**src/rtl/vga_pixel_fetch_pkg.sv**
```systemverilog
// Shared definitions for the VGA pixel fetch block: default frame geometry,
// bit positions of the colour channels inside a 3-bit pixel, and the fetch
// FSM state type.
package vga_pixel_fetch_pkg;

    localparam int unsigned H_ACTIVE_DEF = 640;
    localparam int unsigned V_ACTIVE_DEF = 480;

    // Position of each channel inside a 3-bit {R,G,B} pixel field.
    localparam int unsigned RGB_R = 2;
    localparam int unsigned RGB_G = 1;
    localparam int unsigned RGB_B = 0;

    typedef enum logic [1:0] {
        ST_IDLE = 2'd0,
        ST_FILL = 2'd1,
        ST_RUN  = 2'd2
    } fetch_state_e;

endpackage

```
**src/rtl/vga_pixel_fetch_fifo.sv**
```systemverilog
// vga_word_fifo: synchronous prefetch FIFO for frame-buffer words.
// Ports:
//   clk, reset (async, active-low)
//   push/wdata  write one word (ignored when full)
//   pop         drop the head word (ignored when empty)
//   flush       empty the FIFO; wins over push/pop in the same cycle
//   rdata       head word (first-word fall-through)
//   empty/count occupancy status
// DEPTH must be a power of 2 so the pointers wrap naturally.
module vga_word_fifo #(
    parameter int unsigned WIDTH = 24,
    parameter int unsigned DEPTH = 4,
    parameter int unsigned CNT_W = $clog2(DEPTH + 1)
) (
    input  logic             clk,
    input  logic             reset,
    input  logic             push,
    input  logic [WIDTH-1:0] wdata,
    input  logic             pop,
    input  logic             flush,
    output logic [WIDTH-1:0] rdata,
    output logic             empty,
    output logic [CNT_W-1:0] count
);

    localparam int unsigned PTR_W = (DEPTH > 1) ? $clog2(DEPTH) : 1;

    logic [WIDTH-1:0] mem_q [DEPTH];
    logic [PTR_W-1:0] wr_ptr_q, wr_ptr_d;
    logic [PTR_W-1:0] rd_ptr_q, rd_ptr_d;
    logic [CNT_W-1:0] count_q, count_d;
    logic             do_push, do_pop;

    always_comb begin
        do_push  = push && (count_q != CNT_W'(DEPTH)) && !flush;
        do_pop   = pop && (count_q != '0) && !flush;
        wr_ptr_d = wr_ptr_q;
        rd_ptr_d = rd_ptr_q;
        count_d  = count_q;
        if (flush) begin
            wr_ptr_d = '0;
            rd_ptr_d = '0;
            count_d  = '0;
        end else begin
            if (do_push) wr_ptr_d = wr_ptr_q + 1'b1;
            if (do_pop)  rd_ptr_d = rd_ptr_q + 1'b1;
            case ({do_push, do_pop})
                2'b10:   count_d = count_q + 1'b1;
                2'b01:   count_d = count_q - 1'b1;
                default: count_d = count_q;
            endcase
        end
    end

    always_ff @(posedge clk or negedge reset) begin
        if (!reset) begin
            wr_ptr_q <= '0;
            rd_ptr_q <= '0;
            count_q  <= '0;
        end else begin
            wr_ptr_q <= wr_ptr_d;
            rd_ptr_q <= rd_ptr_d;
            count_q  <= count_d;
        end
    end

    // Storage needs no reset: the count gates every read of it.
    always_ff @(posedge clk) begin
        if (do_push) mem_q[wr_ptr_q] <= wdata;
    end

    assign rdata = mem_q[rd_ptr_q];
    assign empty = (count_q == '0);
    assign count = count_q;

endmodule

```
**src/rtl/vga_pixel_fetch.sv**
```systemverilog
// vga_pixel_fetch: streams a 1-bit-per-channel frame buffer from word-wide
// memory to vga_controller, one {R,G,B} pixel per pix_req.
// Ports:
//   clk, reset (async, active-low)
//   frame_start  pulse: restart the frame at word 0
//   pix_req      consume one pixel this cycle
//   mem_rd       read strobe; mem_addr valid while high
//   mem_rdata    read data, RD_LAT cycles after mem_rd
//   pix_rgb      registered pixel for the most recent pix_req
//   underflow    sticky: a pix_req found no pixel available
//   frame_done   pulse after the last pixel of the frame is consumed
// Pixel p of a word sits in bits [3p+2:3p]; pixel 0 is shown first.
module vga_pixel_fetch
    import vga_pixel_fetch_pkg::*;
#(
    parameter int unsigned H_ACTIVE   = H_ACTIVE_DEF,
    parameter int unsigned V_ACTIVE   = V_ACTIVE_DEF,
    parameter int unsigned WORD_PIX   = 8,
    parameter int unsigned ADDR_W     = 16,
    parameter int unsigned FIFO_DEPTH = 4,
    parameter int unsigned RD_LAT     = 1
) (
    input  logic                  clk,
    input  logic                  reset,
    input  logic                  frame_start,
    input  logic                  pix_req,
    output logic                  mem_rd,
    output logic [ADDR_W-1:0]     mem_addr,
    input  logic [3*WORD_PIX-1:0] mem_rdata,
    output logic [2:0]            pix_rgb,
    output logic                  underflow,
    output logic                  frame_done
);

    localparam int unsigned WORD_W    = 3 * WORD_PIX;
    localparam int unsigned NUM_PIX   = H_ACTIVE * V_ACTIVE;
    localparam int unsigned NUM_WORDS = NUM_PIX / WORD_PIX;
    localparam int unsigned PIX_W     = $clog2(NUM_PIX);
    localparam int unsigned IDX_W     = (WORD_PIX > 1) ? $clog2(WORD_PIX) : 1;
    localparam int unsigned CNT_W     = $clog2(FIFO_DEPTH + 1);
    localparam int unsigned OCC_W     = CNT_W + 1;

    localparam logic [ADDR_W-1:0] LAST_ADDR = ADDR_W'(NUM_WORDS - 1);
    localparam logic [PIX_W-1:0]  LAST_PIX  = PIX_W'(NUM_PIX - 1);
    localparam logic [IDX_W-1:0]  LAST_IDX  = IDX_W'(WORD_PIX - 1);

    fetch_state_e      state_q, state_d;
    logic [ADDR_W-1:0] addr_q, addr_d;
    logic              issued_all_q, issued_all_d;
    logic [CNT_W-1:0]  inflight_q, inflight_d;
    logic [RD_LAT-1:0] vpipe_q, vpipe_d;
    logic [WORD_W-1:0] sh_word_q, sh_word_d;
    logic [IDX_W-1:0]  sh_idx_q, sh_idx_d;
    logic              sh_valid_q, sh_valid_d;
    logic [PIX_W-1:0]  pix_cnt_q, pix_cnt_d;
    logic [2:0]        pix_rgb_q, pix_rgb_d;
    logic              underflow_q, underflow_d;
    logic              frame_done_q, frame_done_d;

    logic              fifo_push, fifo_pop, fifo_empty;
    logic [WORD_W-1:0] fifo_rdata;
    logic [CNT_W-1:0]  fifo_count;
    logic [OCC_W-1:0]  occ;
    logic              room, rd_valid, active;
    logic [WORD_W-1:0] emit_word;
    logic [IDX_W-1:0]  emit_idx;

    function automatic logic [2:0] pixel_at(input logic [WORD_W-1:0] w,
                                            input logic [IDX_W-1:0]  i);
        logic [WORD_W-1:0] s;
        s = w >> (3 * i);
        return {s[RGB_R], s[RGB_G], s[RGB_B]};
    endfunction

    // Each bit of the valid pipe tracks one outstanding read by age; clearing
    // it on frame_start drops stale returns without a separate discard count.
    assign rd_valid  = vpipe_q[RD_LAT-1];
    assign fifo_push = rd_valid && !frame_start;
    assign occ       = {1'b0, fifo_count} + {1'b0, inflight_q};
    assign room      = (occ < OCC_W'(FIFO_DEPTH));
    assign active    = (state_q != ST_IDLE);
    assign mem_addr  = addr_q;

    vga_word_fifo #(
        .WIDTH (WORD_W),
        .DEPTH (FIFO_DEPTH),
        .CNT_W (CNT_W)
    ) u_fifo (
        .clk   (clk),
        .reset (reset),
        .push  (fifo_push),
        .wdata (mem_rdata),
        .pop   (fifo_pop),
        .flush (frame_start),
        .rdata (fifo_rdata),
        .empty (fifo_empty),
        .count (fifo_count)
    );

    always_comb begin
        state_d      = state_q;
        addr_d       = addr_q;
        issued_all_d = issued_all_q;
        inflight_d   = inflight_q;
        vpipe_d      = vpipe_q << 1;
        vpipe_d[0]   = 1'b0;
        sh_word_d    = sh_word_q;
        sh_idx_d     = sh_idx_q;
        sh_valid_d   = sh_valid_q;
        pix_cnt_d    = pix_cnt_q;
        pix_rgb_d    = pix_rgb_q;
        underflow_d  = underflow_q;
        frame_done_d = 1'b0;
        fifo_pop     = 1'b0;
        mem_rd       = 1'b0;
        emit_word    = sh_word_q;
        emit_idx     = sh_idx_q;

        if (frame_start) begin
            // Restart overrides everything else this cycle, including any
            // pixel consumption and a frame_done that would otherwise fire.
            state_d      = ST_FILL;
            addr_d       = '0;
            issued_all_d = 1'b0;
            inflight_d   = '0;
            vpipe_d      = '0;
            sh_valid_d   = 1'b0;
            sh_idx_d     = '0;
            pix_cnt_d    = '0;
            underflow_d  = 1'b0;
        end else begin
            mem_rd     = active && !issued_all_q && room;
            vpipe_d[0] = mem_rd;
            if (mem_rd) begin
                if (addr_q == LAST_ADDR) issued_all_d = 1'b1;
                else                     addr_d = addr_q + 1'b1;
            end
            case ({mem_rd, rd_valid})
                2'b10:   inflight_d = inflight_q + 1'b1;
                2'b01:   inflight_d = inflight_q - 1'b1;
                default: inflight_d = inflight_q;
            endcase

            if (state_q == ST_FILL && (!room || issued_all_q)) state_d = ST_RUN;

            if (pix_req) begin
                if (!active) begin
                    pix_rgb_d = '0;
                end else begin
                    if (sh_valid_q || !fifo_empty) begin
                        // An empty shifter loads the FIFO head and emits its
                        // pixel 0 in the same step.
                        if (!sh_valid_q) begin
                            fifo_pop  = 1'b1;
                            emit_word = fifo_rdata;
                            emit_idx  = '0;
                        end
                        pix_rgb_d = pixel_at(emit_word, emit_idx);
                        if (emit_idx == LAST_IDX) begin
                            if (sh_valid_q && !fifo_empty) begin
                                fifo_pop   = 1'b1;
                                sh_word_d  = fifo_rdata;
                                sh_idx_d   = '0;
                                sh_valid_d = 1'b1;
                            end else begin
                                sh_valid_d = 1'b0;
                            end
                        end else begin
                            sh_word_d  = emit_word;
                            sh_idx_d   = emit_idx + 1'b1;
                            sh_valid_d = 1'b1;
                        end
                    end else begin
                        pix_rgb_d   = '0;
                        underflow_d = 1'b1;
                    end
                    // Missed pixels still count so frame_done stays aligned.
                    if (pix_cnt_q == LAST_PIX) begin
                        pix_cnt_d    = '0;
                        frame_done_d = 1'b1;
                        state_d      = ST_IDLE;
                    end else begin
                        pix_cnt_d = pix_cnt_q + 1'b1;
                    end
                end
            end
        end
    end

    always_ff @(posedge clk or negedge reset) begin
        if (!reset) begin
            state_q      <= ST_IDLE;
            addr_q       <= '0;
            issued_all_q <= 1'b0;
            inflight_q   <= '0;
            vpipe_q      <= '0;
            sh_word_q    <= '0;
            sh_idx_q     <= '0;
            sh_valid_q   <= 1'b0;
            pix_cnt_q    <= '0;
            pix_rgb_q    <= '0;
            underflow_q  <= 1'b0;
            frame_done_q <= 1'b0;
        end else begin
            state_q      <= state_d;
            addr_q       <= addr_d;
            issued_all_q <= issued_all_d;
            inflight_q   <= inflight_d;
            vpipe_q      <= vpipe_d;
            sh_word_q    <= sh_word_d;
            sh_idx_q     <= sh_idx_d;
            sh_valid_q   <= sh_valid_d;
            pix_cnt_q    <= pix_cnt_d;
            pix_rgb_q    <= pix_rgb_d;
            underflow_q  <= underflow_d;
            frame_done_q <= frame_done_d;
        end
    end

    assign pix_rgb    = pix_rgb_q;
    assign underflow  = underflow_q;
    assign frame_done = frame_done_q;

endmodule

```
**config.mk**
```make
export PLATFORM = sky130hd
export DESIGN_NAME = vga_pixel_fetch
export DESIGN_NICKNAME = d
export VERILOG_FILES = /design/src/rtl/vga_pixel_fetch_pkg.sv /design/src/rtl/vga_pixel_fetch_fifo.sv /design/src/rtl/vga_pixel_fetch.sv
export SDC_FILE = /design/constraint.sdc
export NUM_CORES = 1
export LEC_CHECK = 0
export BUFFER_PORTS_ARGS = -buffer_cell sky130_fd_sc_hd__buf_2
export CORE_MARGIN = 3
export CORE_UTILIZATION = 50
export CTS_BUF_LIST = sky130_fd_sc_hd__clkbuf_8 sky130_fd_sc_hd__clkbuf_16
export DETAILED_ROUTE_END_ITERATION = 10
export PLACE_DENSITY = 0.68
export SETUP_SLACK_MARGIN = 0.3
export SYNTH_ARGS = -nofsm -noshare
export SYNTH_HDL_FRONTEND = slang
export SYNTH_SLANG_ARGS = --single-unit
```
**constraint.sdc**
```tcl
create_clock -name clk -period 7.85 [get_ports clk]
set_clock_uncertainty 0.15 [all_clocks]
set_input_delay 1.57 -clock clk [delete_from_list [all_inputs] [get_ports clk]]
set_output_delay 1.57 -clock clk [all_outputs]
set_load 0.005 [all_outputs]
```
==> run_results.csv, run 1 <==
group,metric,value,unit
layout,layout-drive-gt1-share,25.2,%
sta,rsz0062_at_grt,"false",
placement,place_hpwl,9.12,mm
detailed_routing,ant_nets,0,
detailed_routing,vias,4622,
sta,hold_viol_final,0,
placement,gp_congestion,0.774,
pwr,leakagePower,3.39,nW
yosys,synth_top_flop_cell,"edfxtp_1",
layout,final_cells,814,
sta,fin_crit_sh,52.8,%
detailed_routing,drt_pass1_iterations,5,
layout,final_cell_mix,"96 x edfxtp_1, 82 x dfrtp_1, 48 x buf_2",
sta,max_freq,0.241,GHz
yosys,syn_area,7830,sq um
worst_setup_path,cp_max_fo,37,
job,maxCapViolations,0,
sta,tns,0,ns
worst_setup_path,crit_chain,"buf_2 -> nor2_1 -> buf_2",
yosys,yosys.area.top_type,"edfxtp_1",
sta,setup_violations,0,
yosys,synth_nets,581,
pwr,vdd_drop_max,167,uV
layout,layout_commonest_cell,"edfxtp_1",
placement,port_buffers,49,
global_routing,antenna_found_initial,0,
placement,preCtsSetupSlack,3.56,ns
cts,numClockSinks,178,
sta,whs,0.338,ns
yosys,synth-seq-cells,178,
status,outcome,"finished, final reports clean",
cts,htree_levels,4,
yosys,yosysUniqueCellTypes,58,
layout,final_nets,630,
sta,worst_pin_slew,1.27,ns
sta,slew_violations,0,
yosys,avgSynthCellArea,14.5,sq um
sta,fin_crit,4.14,ns
cts,cts_inserted_buffers,17,
layout,num_antenna_cells,0,
global_routing,grt_pass1_vias,4671,
yosys,synth-edff-count,96,
yosys,synth_seq_area_share,63.0,%
die,placementRows,45,
layout,areaGrowthSynthToFinish,13.1,%
yosys,netlist_top_cells_area,"edfxtp_1 37%, dfrtp_1 26%, mux4_2 8.6%",
layout,fin_util,58.0,%
detailed_routing,viasPerCell,5.68,
die,initial_core_util,51.3,%
worst_setup_path,cpPeakStageDelay,0.53,ns
die,die_w,131,microns
global_routing,grt_max_degree,83,
cts,post_cts_buffers,0,
detailed_routing,drc_errors,0,
die,core_area,15300,sq um
global_routing,grt_first_pass_wirelength,23.9,mm
global_routing,grt_remaining_overflow,0,
sta,relSlewSlack,15.2,%
placement,post-place-cells,782,
detailed_routing,wl_per_cell,17.3,microns
die,floorplan.die_area,17200,sq um
cts,cts_tree,"done",
worst_setup_path,path_buf_inv,2,
yosys,async_reset_ff_share,46.1,%
yosys,synth_top_area_share,36.8,%
pwr,power,2.63,mW
detailed_routing,finalWirelength,14.1,mm
worst_setup_path,crit_family,"buffers and inverters",
die,die-height,131,microns
global_routing,groute.usage.overall,17.4,%
worst_setup_path,startpoint_type,"input pin",
cts,cts_resized,0,
cts,insertion_delay,0.42,ns
placement,dpl_cell_area,8280,sq um
die,ios,50,
yosys,syn_inst,541,
worst_setup_path,critPathRequiredTime,6.13,ns
min_path,min_path_type,"flip-flop to flip-flop",
yosys,yosys_warnings,0,
detailed_routing,drt-initial-drc-count,288,
worst_setup_path,crit_type,"input pin to output port",
cts,clk_pin_slew,0.06,ns
worst_setup_path,setup.worst_path.end_class,"output port",
layout,design_area,8850,sq um
cts,cts_hold_buf,0,
cts,clockRootBuffer,"clkbuf_16",
worst_setup_path,crit_arrival,2.42,ns
worst_setup_path,cp_slowest_cell,"buf_2",
worst_setup_path,path_common_cell,"buf_2",
pwr,powerDensity,297,nW/um^2
cts,clk_path_buf_depth,2,
sta,setup_ws,3.71,ns
==> cell usage after synthesis, drive strengths merged (2+ instances only) <==
cell    count
clkbuf     18
nand2      26
xnor2      17
and2       11
nor4b       2
mux2       25
o21ai      21
edfxtp     96
nand4       9
a21o        7
nor3b       6
a21oi      13
nor4       12
o31ai       3
a31oi       3
fa          2
a22o        2
and4        4
nand2b      7
inv        14
a22oi       2
buf         8
a211oi      2
nor2       29
a31o        2
nand3      21
dfrtp      82
o22ai       2
mux4       30
nor2b       4
nor3       13
or3         7
ha         10
and3        6
mux2i       5
xor2        4
==> registers in the layout (all words and copies together) (netlist names), 3 cells and up <==
name and flops:
sh_word_q 24, pix_rgb 3, mem_addr 16, u_fifo.count 3, inflight_q 3, u_fifo.mem_q 96, sh_idx_q 3, pix_cnt_q 19
==> where the power goes <==
part           leakage [nW]  switching, mW  internal, mW  total [mW]
Combinational          1.16          0.296         0.274       0.570
Clock                 0.288          0.358         0.452       0.810
Sequential             1.95          0.102          1.15        1.25
Total                  3.39          0.756          1.88        2.63
==> cell type report <==
class	instances	area (sq um)
Multi-Input combinational cell	322	2730
Fill cell	1160	6410
Tap cell	211	264
Clock inverter	14	130
Clock buffer	18	439
Inverter	15	56.3
Sequential cell	178	4930
Timing Repair Buffer	56	300
==> worst paths after layout <==
check                      slack (ns)              end    startpoint  cells past startpoint
setup / recovery                 3.71           mem_rd   frame_start                      3
setup reg to reg                 4.76  u_fifo.count[2]    sh_valid_q                     11
min in group asynchronous        1.16     pix_cnt_q[3]         reset                      1
max in group asynchronous        5.71    sh_word_q[21]         reset                      1
hold reg to reg                  0.34     issued_all_q  issued_all_q                      1
hold / removal                   0.34     issued_all_q  issued_all_q                      1
==> layer usage <==
| metal | global-route usage (%) | part of all wire [%] | routed length (microns) |
|---|---|---|---|
| met1 | 23.1 | 44 | 6180 |
| met2 | 28.9 | 51 | 7240 |
| met3 | 4.48 | 4.0 | 558 |
| met4 | 4.73 | 1.0 | 144 |
| met5 | 0 | 0 | 0 |
==> kinds of logic after synthesis <==
logic type               share of synthesized area, %
flip-flops                                       63.0
AND/OR/NAND/NOR                                  11.9
AO/OA/AOI/OAI                                    5.37
multiplexers                                     12.9
buffers and inverters                            2.22
XOR/XNOR                                         2.35
adder cells (fa/ha/maj)                          2.24
Power figures use the tool's default switching activity.
==> run 2, diff against run 1 <==
--- a/config.mk
+++ b/config.mk
@@ -10,7 +10,7 @@
 export CORE_UTILIZATION = 50
 export CTS_BUF_LIST = sky130_fd_sc_hd__clkbuf_8 sky130_fd_sc_hd__clkbuf_16
 export DETAILED_ROUTE_END_ITERATION = 10
-export PLACE_DENSITY = 0.68
+export PLACE_DENSITY = 0.7
 export SETUP_SLACK_MARGIN = 0.3
 export SYNTH_ARGS = -nofsm -noshare
 export SYNTH_HDL_FRONTEND = slang
==> constraint.sdc (replaced) <==
create_clock -name clk -period 3.3 [get_ports clk]
set_clock_uncertainty 0.15 [all_clocks]
set_input_delay 0.66 -clock clk [delete_from_list [all_inputs] [get_ports clk]]
set_output_delay 0.66 -clock clk [all_outputs]
set_load 0.005 [all_outputs]
==> run 2 against run 1 <==
Against the previous run:
- critical path depth rose by 3
- non-clock buffer count rose by 10
- utilization rose by 0.89 points
- first-iteration DRC count rose by 13%
- worst hold slack worse by 0.071 ns
- clock power rose to 2.5 times the previous value
- count of clock-buffer cells in the layout fell by 1
- sequential share of layout area fell by 0.80 points
- combinational power up 150%
- flip-flop and latch count did not move
- final cell count is 1.2% higher
- critical endpoint unchanged
- largest cell class unchanged
==> run_results.csv, run 2 (same netlist as run 1, synthesis figures left out) <==
group,metric,value,unit
die,core_area,15300,sq um
global_routing,use_met3,4.29,%
sta,slew_violations,0,
cts,cts_tree,"done",
global_routing,grt_pass1_vias,4662,
global_routing,grt_remaining_overflow,0,
placement,place_hpwl,9.68,mm
cts,numClockSinks,178,
detailed_routing,viasPerCell,5.68,
pwr,vdd_drop_max,547,uV
layout,largest_reg_flops,96,
die,initial_core_util,51.3,%
global_routing,grt_use_met2,30.3,%
layout,top_regs,"u_fifo.mem_q x96, sh_word_q x24, pix_cnt_q x19",
sta,setup_violations,0,
die,placementRows,45,
worst_setup_path,r2r_slack,0.49,ns
die,die_w,131,microns
job,maxCapViolations,0,
die,ios,50,
layout,top_register,"u_fifo.mem_q",
cts,insertion_delay,0.43,ns
sta,fin_crit,2.85,ns
status,outcome,"finished, final reports clean",
layout,final_nets,640,
sta,max_freq,0.351,GHz
cts,htree_levels,4,
worst_setup_path,startpoint_type,"flip-flop",
sta,hold_viol_final,0,
worst_setup_path,cp_max_fo,9,
pwr,power,6.45,mW
worst_setup_path,setup.worst_path.end_class,"output port",
sta,rsz0062_at_grt,"false",
die,floorplan.die_area,17200,sq um
detailed_routing,drt-initial-drc-count,325,
global_routing,met1_usage,23.3,%
global_routing,busiest_layer,"met2",
layout,fillers,1174,
min_path,min_path_type,"input pin to async pin",
cts,cts_hold_buf,0,
layout,layout-drive-gt1-share,27.4,%
worst_setup_path,rr_worst_depth,11,
layout,num_antenna_cells,0,
global_routing,antenna_found_initial,0,
sta,fin_crit_sh,86.4,%
global_routing,grt_first_pass_wirelength,24.3,mm
detailed_routing,wl_per_cell,17.9,microns
layout,areaGrowthSynthToFinish,14.8,%
worst_setup_path,crit_arrival,2.04,ns
cts,cts_inserted_buffers,17,
cts,clk_pin_slew,0.07,ns
worst_setup_path,critPathRequiredTime,2.49,ns
pwr,leakagePower,3.46,nW
sta,whs,0.267,ns
sta,tns,0,ns
layout,final_cell_mix,"96 x edfxtp_1, 79 x dfrtp_1, 48 x buf_2",
cts,clk_path_buf_depth,2,
pwr,powerDensity,718,nW/um^2
layout,layout_commonest_cell,"edfxtp_1",
worst_setup_path,crit_type,"flip-flop to output port",
cts,clockRootBuffer,"clkbuf_16",
detailed_routing,vias,4678,
sta,worst_pin_slew,1.18,ns
detailed_routing,drt_pass1_iterations,4,
global_routing,groute.usage.overall,17.9,%
detailed_routing,drc_errors,0,
worst_setup_path,crit-reg2reg-launch,"sh_valid_q",
global_routing,grt_max_degree,83,
worst_setup_path,r2r-end,"u_fifo.count[2]",
detailed_routing,ant_nets,0,
die,die-height,131,microns
placement,gp_congestion,0.881,
sta,relSlewSlack,20.9,%
placement,port_buffers,49,
detailed_routing,finalWirelength,14.8,mm
## run 2: changes by cell type in the layout (fill, tap and decap cells not counted), sizes merged
cell,previous run,this run
buf,56,66
inv,23,22
clkinvlp,1,2
clkbuf,18,17
bufinv,1,2
## run 2: where the power goes
part	leakage (nW)	internal [mW]	total, mW	switching (mW)
logic	1.22	0.699	1.42	0.723
clock network	0.295	1.14	2.03	0.886
registers	1.94	2.74	3.00	0.262
total	3.46	4.58	6.45	1.87
## run 2: worst max-delay path by stage
stage                               start  slack (ns)  cells after the start         endpoint
after floorplan                sh_valid_q        0.54                     12  u_fifo.count[2]
after detailed placement      sh_idx_q[0]        0.35                     11  u_fifo.count[2]
after global placement         sh_valid_q        0.43                     11  u_fifo.count[2]
final                     u_fifo.count[1]        0.45                      6           mem_rd
after global routing      u_fifo.count[1]        0.30                      6           mem_rd
after CTS                      sh_valid_q        0.33                     11  u_fifo.count[2]
## run 2: worst max-delay path, cell delays in order, from the launching register on
cell     delay, ns
dfrtp_1       0.45
ha_1          0.25
nor4_4        0.33
nand3_1       0.13
buf_4         0.18
nor2_1        0.13
buf_2         0.13
## run 2: repair_timing
action,4_1_cts,5_1_grt
pin swaps,0,2
endpoints found under the setup margin,1,3
setup buffers,0,2
resized for setup,1,5
## run 2: per-stage QoR
stage / util, % / std cells / instance area (sq um) / setup slack [ns]
floorplan: - / 541 / 7830 / 0.544
global placement: 54.8 / 790 / 8360 / 0.434
detailed placement: 54.8 / 790 / 8360 / 0.347
CTS: 58.7 / 822 / 8960 / 0.334
global route: 58.9 / 824 / 8990 / 0.298
finish: 58.9 / 824 / 8990 / 0.449
## run 2: final cells by class
class	instances	area [sq um]	share of cell area (%)
sequential	178	4940	54.9
multi-input combinational	322	2750	30.5
clock buffer	17	425	4.73
timing repair buffer	66	388	4.32
tap	211	264	2.94
clock inverter	15	171	1.91
inverter	15	56.3	0.626
## run 2: metal layers
layer	wire length (microns)	share of wire, %	vias to the layer above
li1	-	-	2174
met1	6340	43	2380
met2	7650	52	108
met3	609	4.1	16
met4	170	1.2	0
met5	0	0	-
==> run 3, diff against run 2 <==
--- a/config.mk
+++ b/config.mk
@@ -12,6 +12,7 @@
 export DETAILED_ROUTE_END_ITERATION = 10
 export PLACE_DENSITY = 0.7
 export SETUP_SLACK_MARGIN = 0.3
+export SLEW_MARGIN = 25
 export SYNTH_ARGS = -nofsm -noshare
 export SYNTH_HDL_FRONTEND = slang
 export SYNTH_SLANG_ARGS = --single-unit
==> constraint.sdc (replaced) <==
create_clock -name clk -period 3.3 [get_ports clk]
set_clock_uncertainty 0.15 [all_clocks]
set_input_delay 0.165 -clock clk [delete_from_list [all_inputs] [get_ports clk]]
set_output_delay 0.165 -clock clk [all_outputs]
set_load 0.005 [all_outputs]
==> run 3 against run 2 <==
Against the previous run:
- critical path depth rose by 5
- setup slack improved by 0.023 ns
- count of clock-buffer cells in the layout did not move
- maximum frequency rose by 0.82%
- wire length barely moved
- utilization rose by 1.4 points
- via count fell by 0.51%
- largest cell class unchanged
==> run_results.csv, run 3 (same netlist as run 1, synthesis figures left out) <==
group,metric,value,unit
status,outcome,"finished, final reports clean",
worst_setup_path,r2r_slack,0.47,ns
die,floorplan.die_area,17200,sq um
global_routing,grt_remaining_overflow,0,
worst_setup_path,crit_type,"flip-flop to flip-flop",
detailed_routing,drt_pass1_iterations,4,
pwr,powerDensity,696,nW/um^2
cts,clk_pin_slew,0.07,ns
pwr,clkPwrFrac,30.9,%
layout,fillers,1160,
worst_setup_path,crit_arrival,3.04,ns
pwr,p_comb_share,21.9,%
placement,gp_congestion,0.883,
die,die-height,131,microns
pwr,vdd_drop_max,459,uV
detailed_routing,finalWirelength,14.8,mm
detailed_routing,drc_errors,0,
placement,place_hpwl,9.16,mm
die,core_area,15300,sq um
layout,fin_util,60.3,%
die,placementRows,45,
cts,cts_tree,"done",
sta,slew_violations,0,
layout,final_nets,663,
layout,top_regs,"u_fifo.mem_q x96, sh_word_q x24, pix_cnt_q x19",
sta,worst_pin_slew,0.787,ns
layout,layout-drive-gt1-share,25.3,%
min_path,min_path_type,"input pin to async pin",
pwr,p_sw,1.84,mW
global_routing,grt_max_degree,83,
global_routing,groute.usage.overall,17.8,%
sta,fin_crit,2.83,ns
pwr,leakagePower,3.53,nW
worst_setup_path,crit-reg2reg-launch,"sh_valid_q",
sta,max_freq,0.354,GHz
cts,htree_levels,4,
job,maxCapViolations,0,
detailed_routing,viasPerCell,5.49,
pwr,seqPwrFrac,47.1,%
placement,port_buffers,49,
layout,areaGrowthSynthToFinish,17.6,%
global_routing,antenna_found_initial,0,
worst_setup_path,rr_worst_depth,11,
cts,clk_path_buf_depth,2,
cts,clockRootBuffer,"clkbuf_16",
worst_setup_path,r2r-end,"u_fifo.count[2]",
cts,insertion_delay,0.43,ns
worst_setup_path,setup.worst_path.end_class,"flip-flop",
worst_setup_path,critPathCapture,"u_fifo.count[2]",
layout,multi_input_area,2740,sq um
sta,relSlewSlack,47.4,%
detailed_routing,ant_nets,0,
layout,largest_reg_flops,96,
pwr,internal_power,4.57,mW
global_routing,grt_first_pass_wirelength,24.5,mm
layout,top_register,"u_fifo.mem_q",
die,initial_core_util,51.3,%
layout,final_cell_mix,"96 x edfxtp_1, 80 x dfrtp_1, 48 x buf_2",
global_routing,grt_pass1_vias,4714,
cts,cts_inserted_buffers,17,
detailed_routing,vias,4654,
sta,whs,0.197,ns
die,die_w,131,microns
layout,layout_commonest_cell,"edfxtp_1",
die,ios,50,
pwr,p_sw_share,28.6,%
worst_setup_path,startpoint_type,"flip-flop",
sta,tns,0,ns
detailed_routing,wl_per_cell,17.4,microns
layout,seq_area,4940,sq um
detailed_routing,drt-initial-drc-count,309,
worst_setup_path,cp_max_fo,10,
layout,num_antenna_cells,0,
cts,numClockSinks,178,
sta,setup_violations,0,
worst_setup_path,critPathRequiredTime,3.51,ns
sta,rsz0062_at_grt,"false",
worst_setup_path,crit_start,"sh_valid_q",
pwr,power,6.41,mW
sta,fin_crit_sh,85.7,%
sta,hold_viol_final,0,
run 3: changes by cell type in the layout (fill, tap and decap cells not counted), moves of 2 or more:
cell,delta
inv_6,+2
clkinv_1,+2
buf_4,-5
inv_8,-3
dlygate4sd3_1,+27
run 3: repair_timing:
item / 4_1_cts / 5_1_grt
buffers inserted: 0 / 2
hold buffers: 27 / 0
setup endpoints to repair: 0 / 2
hold endpoints to repair: 188 / 0
gates resized for setup: 0 / 3
run 3: worst max-delay path, stage by stage (launching register included):
cell and delay [ns]:
dfrtp_2 0.47, inv_1 0.16, nor2_1 0.09, ha_1 0.20
ha_1 0.23, nor2b_2 0.24, nor4_4 0.10, nand2b_1 0.14
inv_1 0.06, fa_1 0.37, mux4_2 0.42, o21ai_1 0.12
run 3: layer usage:
| metal | GRT usage, % | wire, microns | up-vias |
|---|---|---|---|
| li1 | - | - | 2211 |
| met1 | 24.4 | 6630 | 2332 |
| met2 | 28.9 | 7290 | 96 |
| met3 | 4.21 | 631 | 15 |
| met4 | 5.19 | 218 | 0 |
| met5 | 0 | 0 | - |
run 3: power groups by stage:
stage / registers, mW / clock network, mW / logic, mW
after floorplan: 2.92 / 0 / 1.07
after global placement: 3.04 / 0 / 1.33
after detailed placement: 3.06 / 0 / 1.39
after CTS: 3.02 / 2.02 / 1.42
after global routing: 3.06 / 2.12 / 1.56
final: 3.02 / 1.98 / 1.41
run 3: layout make-up:
class / count / share of cell area [%]
flip-flops and latches: 178 / 53.6
multi-input cells: 322 / 29.7
repair buffers: 89 / 6.86
clock buffers: 17 / 4.62
well taps: 211 / 2.87
clock inverters: 15 / 1.67
inverters: 15 / 0.612
run 3: stage by stage:
| stage | setup WS [ns] | cell area [sq um] | instances |
|---|---|---|---|
| 2_1_floorplan | 0.544 | 7830 | 541 |
| 3_3_place_gp | 0.432 | 8330 | 786 |
| 3_5_place_dp | 0.343 | 8330 | 786 |
| 4_1_cts | 0.309 | 9180 | 845 |
| 5_1_grt | 0.280 | 9210 | 847 |
| 6_report | 0.472 | 9210 | 847 |
run 3: worst min path at each step:
| stage | to | slack (ns) | startpoint |
|---|---|---|---|
| after floorplan | frame_done | -0.28 | reset |
| after global placement | u_fifo.mem_q[0][14] | 0.22 | mem_rdata[14] |
| after detailed placement | u_fifo.mem_q[0][14] | 0.23 | mem_rdata[14] |
| after CTS | u_fifo.mem_q[3][14] | 0.31 | mem_rdata[14] |
| after global routing | pix_cnt_q[10] | 0.28 | reset |
| final | pix_cnt_q[10] | 0.20 | reset |
